[config.mk]
export PLATFORM = sky130hd
export DESIGN_NAME = cache_op_sequencer
export DESIGN_NICKNAME = d
export VERILOG_FILES = /design/src/rtl/ctrl_types_pkg.sv /design/src/rtl/op_attempt_timer.sv /design/src/rtl/cache_op_sequencer.sv
export SDC_FILE = /design/constraint.sdc
export NUM_CORES = 1
export LEC_CHECK = 0
export CORE_ASPECT_RATIO = 0.75
export CORE_MARGIN = 1.5
export CORE_UTILIZATION = 30
export DETAILED_ROUTE_END_ITERATION = 6
export GPL_ROUTABILITY_DRIVEN = 1
export PLACE_DENSITY = 0.64
export SETUP_SLACK_MARGIN = 0.15
export SYNTH_ARGS = -nofsm -noshare
export SYNTH_HDL_FRONTEND = slang
export SYNTH_SLANG_ARGS = --single-unit
[constraint.sdc]
create_clock -name clk -period 2.1 [get_ports clk]
set_clock_uncertainty 0.05 [all_clocks]
set_input_delay 0.42 -clock clk [delete_from_list [all_inputs] [get_ports clk]]
set_output_delay 0.42 -clock clk [all_outputs]
set_load 0.02 [all_outputs]
[src/rtl/ctrl_types_pkg.sv]
// rtl/ctrl_types_pkg.sv - shared types for the cache operation controller
//
// Purpose: opcode, sub-unit response, top-level state, response status and
// per-operation substate encodings shared by the sequencer and its helpers.
package ctrl_types_pkg;

  typedef enum logic [2:0] {
    OP_NOOP   = 3'd0,
    OP_READ   = 3'd1,
    OP_UPSERT = 3'd2,
    OP_DELETE = 3'd3
  } operation_e;

  // Sub-unit handshake: {done, error}
  typedef struct packed {
    logic done;
    logic error;
  } sub_cmd_t;

  typedef enum logic [2:0] {
    ST_IDLE   = 3'd0,
    ST_GET    = 3'd1,
    ST_UPSERT = 3'd2,
    ST_DEL    = 3'd3,
    ST_ERR    = 3'd4,
    ST_RESP   = 3'd5
  } top_state_e;

  typedef enum logic [1:0] {
    STAT_OK      = 2'd0,
    STAT_FAIL    = 2'd1,
    STAT_TIMEOUT = 2'd2,
    STAT_ILLEGAL = 2'd3
  } status_e;

  typedef enum logic {
    SUB_START = 1'b0,
    SUB_WAIT  = 1'b1
  } op_substate_e;

  function automatic logic is_op_state(top_state_e s);
    return (s == ST_GET) || (s == ST_UPSERT) || (s == ST_DEL);
  endfunction

endpackage

[src/rtl/op_attempt_timer.sv]
// rtl/op_attempt_timer.sv - per-attempt timeout counter and retry counter
//
// Purpose: counts WAIT cycles of the current attempt and the number of retries
// already spent on the current command.
// Ports:
//   clk, rst_n      clock, synchronous active-low reset
//   tmo_clr_i       clear the WAIT-cycle counter (attempt start)
//   tmo_inc_i       count one idle WAIT cycle
//   retry_clr_i     clear the retry counter (command accept)
//   retry_inc_i     consume one retry
//   tmo_expired_o   current WAIT cycle is the TIMEOUT-th one
//   retry_avail_o   another retry is still permitted
module op_attempt_timer #(
  parameter int TIMEOUT   = 255,
  parameter int RETRY_MAX = 2
) (
  input  logic clk,
  input  logic rst_n,
  input  logic tmo_clr_i,
  input  logic tmo_inc_i,
  input  logic retry_clr_i,
  input  logic retry_inc_i,
  output logic tmo_expired_o,
  output logic retry_avail_o
);

  localparam int TW = (TIMEOUT < 1) ? 1 : $clog2(TIMEOUT + 1);
  // +2 keeps the width non-zero when RETRY_MAX is 0
  localparam int RW = $clog2(RETRY_MAX + 2);

  logic [TW-1:0] tmo_q, tmo_d;
  logic [RW-1:0] retry_q, retry_d;

  // The counter holds the number of WAIT cycles already completed, so the
  // cycle in which it reads TIMEOUT-1 is the last one allowed.
  assign tmo_expired_o = (tmo_q == TW'(TIMEOUT - 1));
  assign retry_avail_o = (retry_q < RW'(RETRY_MAX));

  always_comb begin
    tmo_d = tmo_q;
    if (tmo_clr_i) begin
      tmo_d = '0;
    end else if (tmo_inc_i && !tmo_expired_o) begin
      tmo_d = tmo_q + TW'(1);
    end
  end

  always_comb begin
    retry_d = retry_q;
    if (retry_clr_i) begin
      retry_d = '0;
    end else if (retry_inc_i && retry_avail_o) begin
      retry_d = retry_q + RW'(1);
    end
  end

  always_ff @(posedge clk) begin
    if (!rst_n) begin
      tmo_q   <= '0;
      retry_q <= '0;
    end else begin
      tmo_q   <= tmo_d;
      retry_q <= retry_d;
    end
  end

endmodule

[src/rtl/cache_op_sequencer.sv]
// rtl/cache_op_sequencer.sv - top-level cache operation controller
//
// Purpose: accepts one command, dispatches it to the GET/UPSERT/DEL unit with
// bounded retry and per-attempt timeout, and returns one held response.
// Ports:
//   clk, rst_n                      clock, synchronous active-low reset
//   cmd_valid/cmd_ready             command handshake
//   cmd_op/cmd_key/cmd_val          opcode (4..7 illegal), key, upsert value
//   sub_key/sub_val                 latched key/value to sub-units
//   get_start/upsert_start/del_start one-cycle start pulse per attempt
//   get_rsp/upsert_rsp/del_rsp      {done,error} from each unit
//   get_data                        read data, valid with get_rsp.done
//   rsp_valid/rsp_ready             response handshake
//   rsp_status/rsp_data             status_e and read data
//   state_o                         current top_state_e (debug)
module cache_op_sequencer
  import ctrl_types_pkg::*;
#(
  parameter int KEY_W     = 16,
  parameter int VAL_W     = 32,
  parameter int TIMEOUT   = 255,
  parameter int RETRY_MAX = 2
) (
  input  logic             clk,
  input  logic             rst_n,
  input  logic             cmd_valid,
  output logic             cmd_ready,
  input  logic [2:0]       cmd_op,
  input  logic [KEY_W-1:0] cmd_key,
  input  logic [VAL_W-1:0] cmd_val,
  output logic [KEY_W-1:0] sub_key,
  output logic [VAL_W-1:0] sub_val,
  output logic             get_start,
  output logic             upsert_start,
  output logic             del_start,
  input  logic [1:0]       get_rsp,
  input  logic [VAL_W-1:0] get_data,
  input  logic [1:0]       upsert_rsp,
  input  logic [1:0]       del_rsp,
  output logic             rsp_valid,
  input  logic             rsp_ready,
  output logic [1:0]       rsp_status,
  output logic [VAL_W-1:0] rsp_data,
  output logic [2:0]       state_o
);

  top_state_e       state_q, state_d;
  op_substate_e     sub_q, sub_d;
  logic [KEY_W-1:0] key_q, key_d;
  logic [VAL_W-1:0] val_q, val_d;
  status_e          status_q, status_d;
  logic [VAL_W-1:0] data_q, data_d;

  logic     tmo_clr, tmo_inc, retry_clr, retry_inc;
  logic     tmo_expired, retry_avail;
  sub_cmd_t act_rsp;

  op_attempt_timer #(
    .TIMEOUT  (TIMEOUT),
    .RETRY_MAX(RETRY_MAX)
  ) u_timer (
    .clk          (clk),
    .rst_n        (rst_n),
    .tmo_clr_i    (tmo_clr),
    .tmo_inc_i    (tmo_inc),
    .retry_clr_i  (retry_clr),
    .retry_inc_i  (retry_inc),
    .tmo_expired_o(tmo_expired),
    .retry_avail_o(retry_avail)
  );

  // Only the unit owning the current state is listened to.
  always_comb begin
    act_rsp = '0;
    case (state_q)
      ST_GET:    act_rsp = sub_cmd_t'(get_rsp);
      ST_UPSERT: act_rsp = sub_cmd_t'(upsert_rsp);
      ST_DEL:    act_rsp = sub_cmd_t'(del_rsp);
      default:   act_rsp = '0;
    endcase
  end

  always_comb begin
    state_d   = state_q;
    sub_d     = sub_q;
    key_d     = key_q;
    val_d     = val_q;
    status_d  = status_q;
    data_d    = data_q;
    tmo_clr   = 1'b0;
    tmo_inc   = 1'b0;
    retry_clr = 1'b0;
    retry_inc = 1'b0;

    case (state_q)
      ST_IDLE: begin
        if (cmd_valid) begin
          key_d     = cmd_key;
          val_d     = cmd_val;
          status_d  = STAT_OK;
          data_d    = '0;
          retry_clr = 1'b1;
          sub_d     = SUB_START;
          case (cmd_op)
            OP_NOOP:   state_d = ST_RESP;
            OP_READ:   state_d = ST_GET;
            OP_UPSERT: state_d = ST_UPSERT;
            OP_DELETE: state_d = ST_DEL;
            default: begin
              state_d  = ST_ERR;
              status_d = STAT_ILLEGAL;
            end
          endcase
        end
      end

      ST_GET, ST_UPSERT, ST_DEL: begin
        if (sub_q == SUB_START) begin
          tmo_clr = 1'b1;
          sub_d   = SUB_WAIT;
        end else if (act_rsp.error) begin
          // error outranks a simultaneous done
          if (retry_avail) begin
            retry_inc = 1'b1;
            sub_d     = SUB_START;
          end else begin
            state_d  = ST_ERR;
            status_d = STAT_FAIL;
          end
        end else if (act_rsp.done) begin
          state_d  = ST_RESP;
          status_d = STAT_OK;
          if (state_q == ST_GET) begin
            data_d = get_data;
          end
        end else if (tmo_expired) begin
          state_d  = ST_ERR;
          status_d = STAT_TIMEOUT;
        end else begin
          tmo_inc = 1'b1;
        end
      end

      ST_ERR: begin
        data_d  = '0;
        state_d = ST_RESP;
      end

      ST_RESP: begin
        if (rsp_ready) begin
          state_d = ST_IDLE;
        end
      end

      default: state_d = ST_IDLE;
    endcase
  end

  always_ff @(posedge clk) begin
    if (!rst_n) begin
      state_q  <= ST_IDLE;
      sub_q    <= SUB_START;
      key_q    <= '0;
      val_q    <= '0;
      status_q <= STAT_OK;
      data_q   <= '0;
    end else begin
      state_q  <= state_d;
      sub_q    <= sub_d;
      key_q    <= key_d;
      val_q    <= val_d;
      status_q <= status_d;
      data_q   <= data_d;
    end
  end

  assign cmd_ready    = (state_q == ST_IDLE);
  assign get_start    = (state_q == ST_GET)    && (sub_q == SUB_START);
  assign upsert_start = (state_q == ST_UPSERT) && (sub_q == SUB_START);
  assign del_start    = (state_q == ST_DEL)    && (sub_q == SUB_START);
  assign rsp_valid    = (state_q == ST_RESP);
  assign rsp_status   = status_q;
  assign rsp_data     = data_q;
  assign sub_key      = key_q;
  assign sub_val      = val_q;
  assign state_o      = state_q;

endmodule

# Word-level counts from Yosys, hierarchy flattened
# Index checks and enable logic that the tools add are counted.
# totals
inputBits	93
out_inout_bits	90
wordCells	91
register_bits	96
# classes
reduce_logical	19
eq_ne	17
addsub	2
n_mux	42
order_cmp	1
bitwise_logic	2
# ops
op	n
$mux 32	5
$pmux 32 s3	1
$pmux 3 s4	2
$mux 3	7
$mux 1	17
$mux 2	7
$eq 3x2->1 const B	4
$ne 2x2->1 const B	5
$reduce_and 5->1	2
$add 8x1->8 const B	1
$eq 8x8->1 const B	1
$eq 3x1->1 const B	2
$eq 3x3->1 const B	2
$logic_not 3->1	2
$pmux 2 s3	1
$reduce_and 6->1	1
$logic_and 1x1->1	5
$ne 4x3->1 const B	1
$pmux 2 s2	1
$reduce_and 2->1	2
$reduce_or 2->1	2
$reduce_or 4->1	1
$ne 3x3->1 const B	1
$reduce_bool 3->1	1
other kinds (8)	9

# Depth between registers and ports, before layout
# depth
depth_word	7
ltp_mapped	8
ltp_nobuf	7

# By module
# From an unflattened synthesis, not the netlist that was laid out.
# hier_totals
hier_cells	485
area_unflattened_um2	4090.2
# modules_own_cells
module	area_per_inst_um2	seq_area_each_um2	cells_each	n_inst
cache_op_sequencer	3579.7	1721.7	428	1
op_attempt_timer	510.5	200.2	57	1

# Least setup slack after synthesis
# Ideal clock, no wire load.
# synth_path
path_type	reg-to-reg
start	reg state_q[0] (netlist: state_o[0])
end	reg u_timer.tmo_q[7]
synth_period_minus_slack_ps	2184
slack_ps	-84
path_stages_with_launch	7
n_path_buf	1
required_time_ps	1991
t_arrival_ps	2075
setup_ps	59
cell_sequence	dfxtp_1 mux2_4 a22o_4 or3_1 buf_2 or4_1 nand2_1
# synth_between
elab_chain_cells	7
elab_cells_between_ends	12
cone_classes	eq/ne (3); mux (6); reduce/logical (3)
# synth_rtl
element	line	rtl
start, declared	cache_op_sequencer.sv:47	top_state_e state_q, state_d;
start signal, assigned	cache_op_sequencer.sv:168	state_q <= state_d;
$eq 3x2->1 or $eq 3x1->1 (tied branches)	cache_op_sequencer.sv:75, cache_op_sequencer.sv:95	
$pmux 2 s3	cache_op_sequencer.sv:75	case (state_q)
$mux 1	cache_op_sequencer.sv:130	end else if (act_rsp.done) begin
$mux 1	cache_op_sequencer.sv:121	end else if (act_rsp.error) begin
$mux 1	cache_op_sequencer.sv:118	if (sub_q == SUB_START) begin
$mux 1	cache_op_sequencer.sv:95	case (state_q)
$logic_and 1x1->1	op_attempt_timer.sv:43	end else if (tmo_inc_i && !tmo_expired_o) begin
end signal, assigned	op_attempt_timer.sv:62	tmo_q <= tmo_d;
end, declared	op_attempt_timer.sv:31	logic [TW-1:0] tmo_q, tmo_d;
# Parallel ways exist; a longest one is shown, timed or not.
# A chain may end at the register's enable or synchronous reset.

# Worst setup path in the final report
# layout_path
start	reg state_q[0] (netlist: state_o[0])
end	reg data_q[9] (netlist: rsp_data[9])
# layout_between
elab_chain_cells	4
elab_cells_between_ends	15
cone_classes	eq/ne (9); mux (2); reduce/logical (4)
# layout_rtl
element	line	rtl
$eq 3x2->1 or $eq 3x1->1 (tied branches)	cache_op_sequencer.sv:75, cache_op_sequencer.sv:95, cache_op_sequencer.sv:133	
$pmux 2 s3 or $reduce_or 3->1 (tied branches)	cache_op_sequencer.sv:75, cache_op_sequencer.sv:95	
$ne 2x2->1 (no line) or $reduce_bool 3->1 (tied branches)	-	
$reduce_and 6->1 (no line)	-	
end signal, assigned	cache_op_sequencer.sv:173	data_q <= data_d;
end, declared	cache_op_sequencer.sv:52	logic [VAL_W-1:0] data_q, data_d;
# Parallel ways exist; a longest one is shown, timed or not.

==> impl_results.md <==
* Critical path class: reg2reg
* Insertion delay of the later-clocked pin in the worst-skew pair at 350 ps
* Clock sink count at 96
* CTS H-tree lvls at 3
* Worst slew margin relative to its limit at 0.650
* Routed WL at 12.0 mm
* Post-route non-filler standard cell count at 850
* Combinational share of power at 0.479
* Maximum number of pins on one net before global-route repair at 66
* First-pass GRT wire length at 18.5 mm
* Lkg Pwr at 2.46 nW
* Worst flop-to-flop path startpoint: state_o[0]
* Ordered list of cells on the worst path: mux2_4 > a22o_4 > buf_4 > a21boi_4 > buf_12 > nand3_1 > a21boi_0
* Crit end category: flip-flop
* Relative contribution of sequential cells to total power at 0.303
* Leading post-synthesis cells by cell area: sky130_fd_sc_hd__dfxtp_1, sky130_fd_sc_hd__a21boi_0, sky130_fd_sc_hd__nand2_1
* Height of the die at 103 um
* Share of async-settable or async-resettable flops after synthesis at 0
* Final net count at 768
* Initial DRT Pass Iterations at 6
* Overall power of the completed layout at 7.75 mW
* Fraction of the cycle the final worst path needs at 0.939
* Hold Violations, Final at 0
* Power density over cell area at 1160 nW/um2
* Area Growth Syn to Fin at 66.9%
* Largest driver fanout on the critical path at 16
* Routed wire per std cell at 14.1 um
* HP Start: rsp_data[12]
* TritonCTS clock tree: yes
* Warnings, synthesis at 0
* Register clock-pin slew on the reported worst setup and hold paths at 70 ps
* Root Buffer Master: sky130_fd_sc_hd__clkbuf_16
* Signal arrival time at the worst endpoint at 2180 ps
* Setup crit start: state_o[0]
* CP peak stage delay at 400 ps
* Number of instances in the placed design at 828
* Proportion of total power due to net switching at 0.378
* Synthesized netlist cell count at 479
* Synth top area share at 0.482
* Core Footprint at 13000 um2
* Final global-route overflow total at 0
* Final weighted congestion in routability-driven placement at 0.810
* Sum of negative setup slack at 0 ps
* Count of final max-slew check failures at 0
* Max frequency at 0.507 GHz
* Slew at the pin closest to its max-slew limit at 525 ps
* Fraction of the yosys area taken by sequential cells at 0.482
* Ratio of cells with drive above 1 in the final layout at 0.124
* Post-detailed-placement half-perimeter wirelength at 8.51 mm
* Library cell contributing the largest single delay on the critical path: sky130_fd_sc_hd__dfxtp_4
* Required time at the endpoint of the critical path at 2310 ps
* Clock buffer depth at 2
* Width of the chip at 136 um
* Number of buffer cells added on primary ports at 182
* Cell area after technology mapping at 3990 um2
* Max_cap viols at 0
* Startpoint Class: flip-flop
* Number of nets with antenna violations after routing at 0
* Number of global-route vias before repair at 3791
* Clk network pwr share at 0.218
* Starting utilization of the core area at 0.307
* Status: finished clean
* Internal Power at 4.82 mW
* Switching power summed over all nets at 2.93 mW
* Leading area contributor after synthesis: sky130_fd_sc_hd__dfxtp_1
* Mean Syn Cell Area at 8.32 um2
* Seq cells post-synth at 96
* Vias per std cell at 4.76
* Site Rows at 36
* Number of I/O pins at 183
* Post-synth top flop: sky130_fd_sc_hd__dfxtp_1
* Post-synth net total at 574
* Number of antenna violations at the first check in global routing at 1
* Worst hold path class: reg2reg
* Final worst path period need at 1970 ps
* RSZ-0062 raised after global routing: yes
* Number of synthesized flops with an enable pin at 0
* Die outline area at 14000 um2
* Distinct cell type count of the synthesized netlist at 48
* Worst vdd ir at 539 uV
* Number of buffers added by the clock tree synthesis step at 9
* Detailed-route DRC error count at 0
* Final setup vio count at 0
* Overall global routing resource usage at 0.168
* Via count at 4044
* Violation count after the first detailed-route iteration at 142
## routing by layer
layer	global-route usage	vias up	routed length, um
li1	-	2018	-
met1	0.206	1880	5380
met2	0.264	124	5400
met3	0.0674	22	980
met4	0.0646	0	248
met5	0	-	0
## power by group through the flow
| stage | clock network, mW | logic (mW) | registers, mW |
|---|---|---|---|
| after global routing | 1.82 | 4.03 | 2.39 |
| after floorplan | 0 | 1.50 | 2.72 |
| after CTS | 1.75 | 3.53 | 2.35 |
| final | 1.69 | 3.71 | 2.35 |
| after detailed placement | 0 | 3.48 | 2.40 |
| after global placement | 0 | 3.45 | 2.39 |
## cell usage in the layout, fill, tap and decap left out, drive strengths merged, types with 2 or more instances in the layout
cell type and instances:
dlymetal6s2s 2, ha 2, a21oi 6, nand2 140, and2 2, buf 39, a31oi 2, nor3 5
nor4 4, and3 2, or3 3, a22o 2, xnor2 3, a211oi 2, o21ai 8, nor4b 2
clkbuf 14, nor2 12, nand3 34, o21a 2, a21boi 81, inv 8, clkdlybuf4s50 170, dfxtp 96
dlygate4sd2 4, nand4 5, mux2i 4
## registers in the layout, indices dropped and copies added, names as in the netlist
name / count
rsp_data: 32
sub_val: 32
sub_key: 16
u_timer.tmo_q: 8
state_o: 3
rsp_status: 2
u_timer.retry_q: 2
sub_q: 1
## through the flow
step                       util  instance area, um2  hold slack (ps)  setup slack [ps]
after global routing      0.513                6650              434              76.9
after CTS                 0.503                6530              411              79.4
final                     0.513                6660              400               129
after detailed placement  0.477                6190              402              -338
after global placement    0.477                6190              399              -293
after floorplan               -                4020              407               148
## area by class of cell
cell class / instances / area [um2]
diodes: 1 / 2.50
clock buffers: 11 / 243
clock inverters: 5 / 63.8
fillers: 1231 / 6320
inverters: 6 / 22.5
multi-input cells: 340 / 2020
flip-flops and latches: 96 / 1930
well taps: 171 / 214
repair buffers: 220 / 2170
## worst paths after layout
check,slack [ps],cells after the start,end
worst max-delay path,130,7,rsp_data[9]
worst min-delay path,400,2,rsp_data[12]
worst max register to register,130,7,rsp_data[9]
worst min register to register,400,2,rsp_data[12]
## critical path: cells and delay by family (launching register included)
kind	cells	cell delay, ps
AO/OA/AOI/OAI	3	680
flip-flops	1	400
buffers and inverters	2	330
multiplexers	1	320
AND/OR/NAND/NOR	1	90
## kinds of logic (layout without fill, tap and decap cells)
group / Yosys count / in the layout / synth area share
AO/OA/AOI/OAI: 114 / 114 / 0.212
multiplexers: 5 / 5 / 0.0138
other: 0 / 1 / 0
XOR/XNOR: 3 / 3 / 0.00659
AND/OR/NAND/NOR: 216 / 216 / 0.236
adder cells (fa/ha/maj): 2 / 2 / 0.00627
buffers and inverters: 43 / 242 / 0.0430
flip-flops: 96 / 96 / 0.482
## timing repair
item                                    in CTS  in global routing
hold endpoints to repair                     0                  0
hold buffers                                 0                  0
endpoints found under the setup margin      16                 37
cloned                                       0                  1
gates resized for setup                     19                 33
pin swaps                                    3                 12
setup buffers                                4                  0
## cell usage after synthesis, types with 2 or more instances
cell type / instances
sky130_fd_sc_hd__a31oi_1: 2
sky130_fd_sc_hd__buf_2: 5
sky130_fd_sc_hd__nor4_1: 4
sky130_fd_sc_hd__a211oi_1: 2
sky130_fd_sc_hd__nand4_1: 5
sky130_fd_sc_hd__xnor2_1: 3
sky130_fd_sc_hd__clkbuf_1: 31
sky130_fd_sc_hd__a21oi_1: 6
sky130_fd_sc_hd__and2_1: 2
sky130_fd_sc_hd__inv_1: 6
sky130_fd_sc_hd__o21ai_0: 6
sky130_fd_sc_hd__o21a_1: 2
sky130_fd_sc_hd__and3_1: 2
sky130_fd_sc_hd__dfxtp_1: 96
sky130_fd_sc_hd__a21boi_1: 3
sky130_fd_sc_hd__nand3_1: 34
sky130_fd_sc_hd__o21ai_1: 2
sky130_fd_sc_hd__nor2_1: 12
sky130_fd_sc_hd__mux2i_1: 4
sky130_fd_sc_hd__ha_1: 2
sky130_fd_sc_hd__a21boi_0: 78
sky130_fd_sc_hd__or3_1: 3
sky130_fd_sc_hd__nor3_1: 5
sky130_fd_sc_hd__nand2_1: 140
Power figures use the tool's default switching activity.
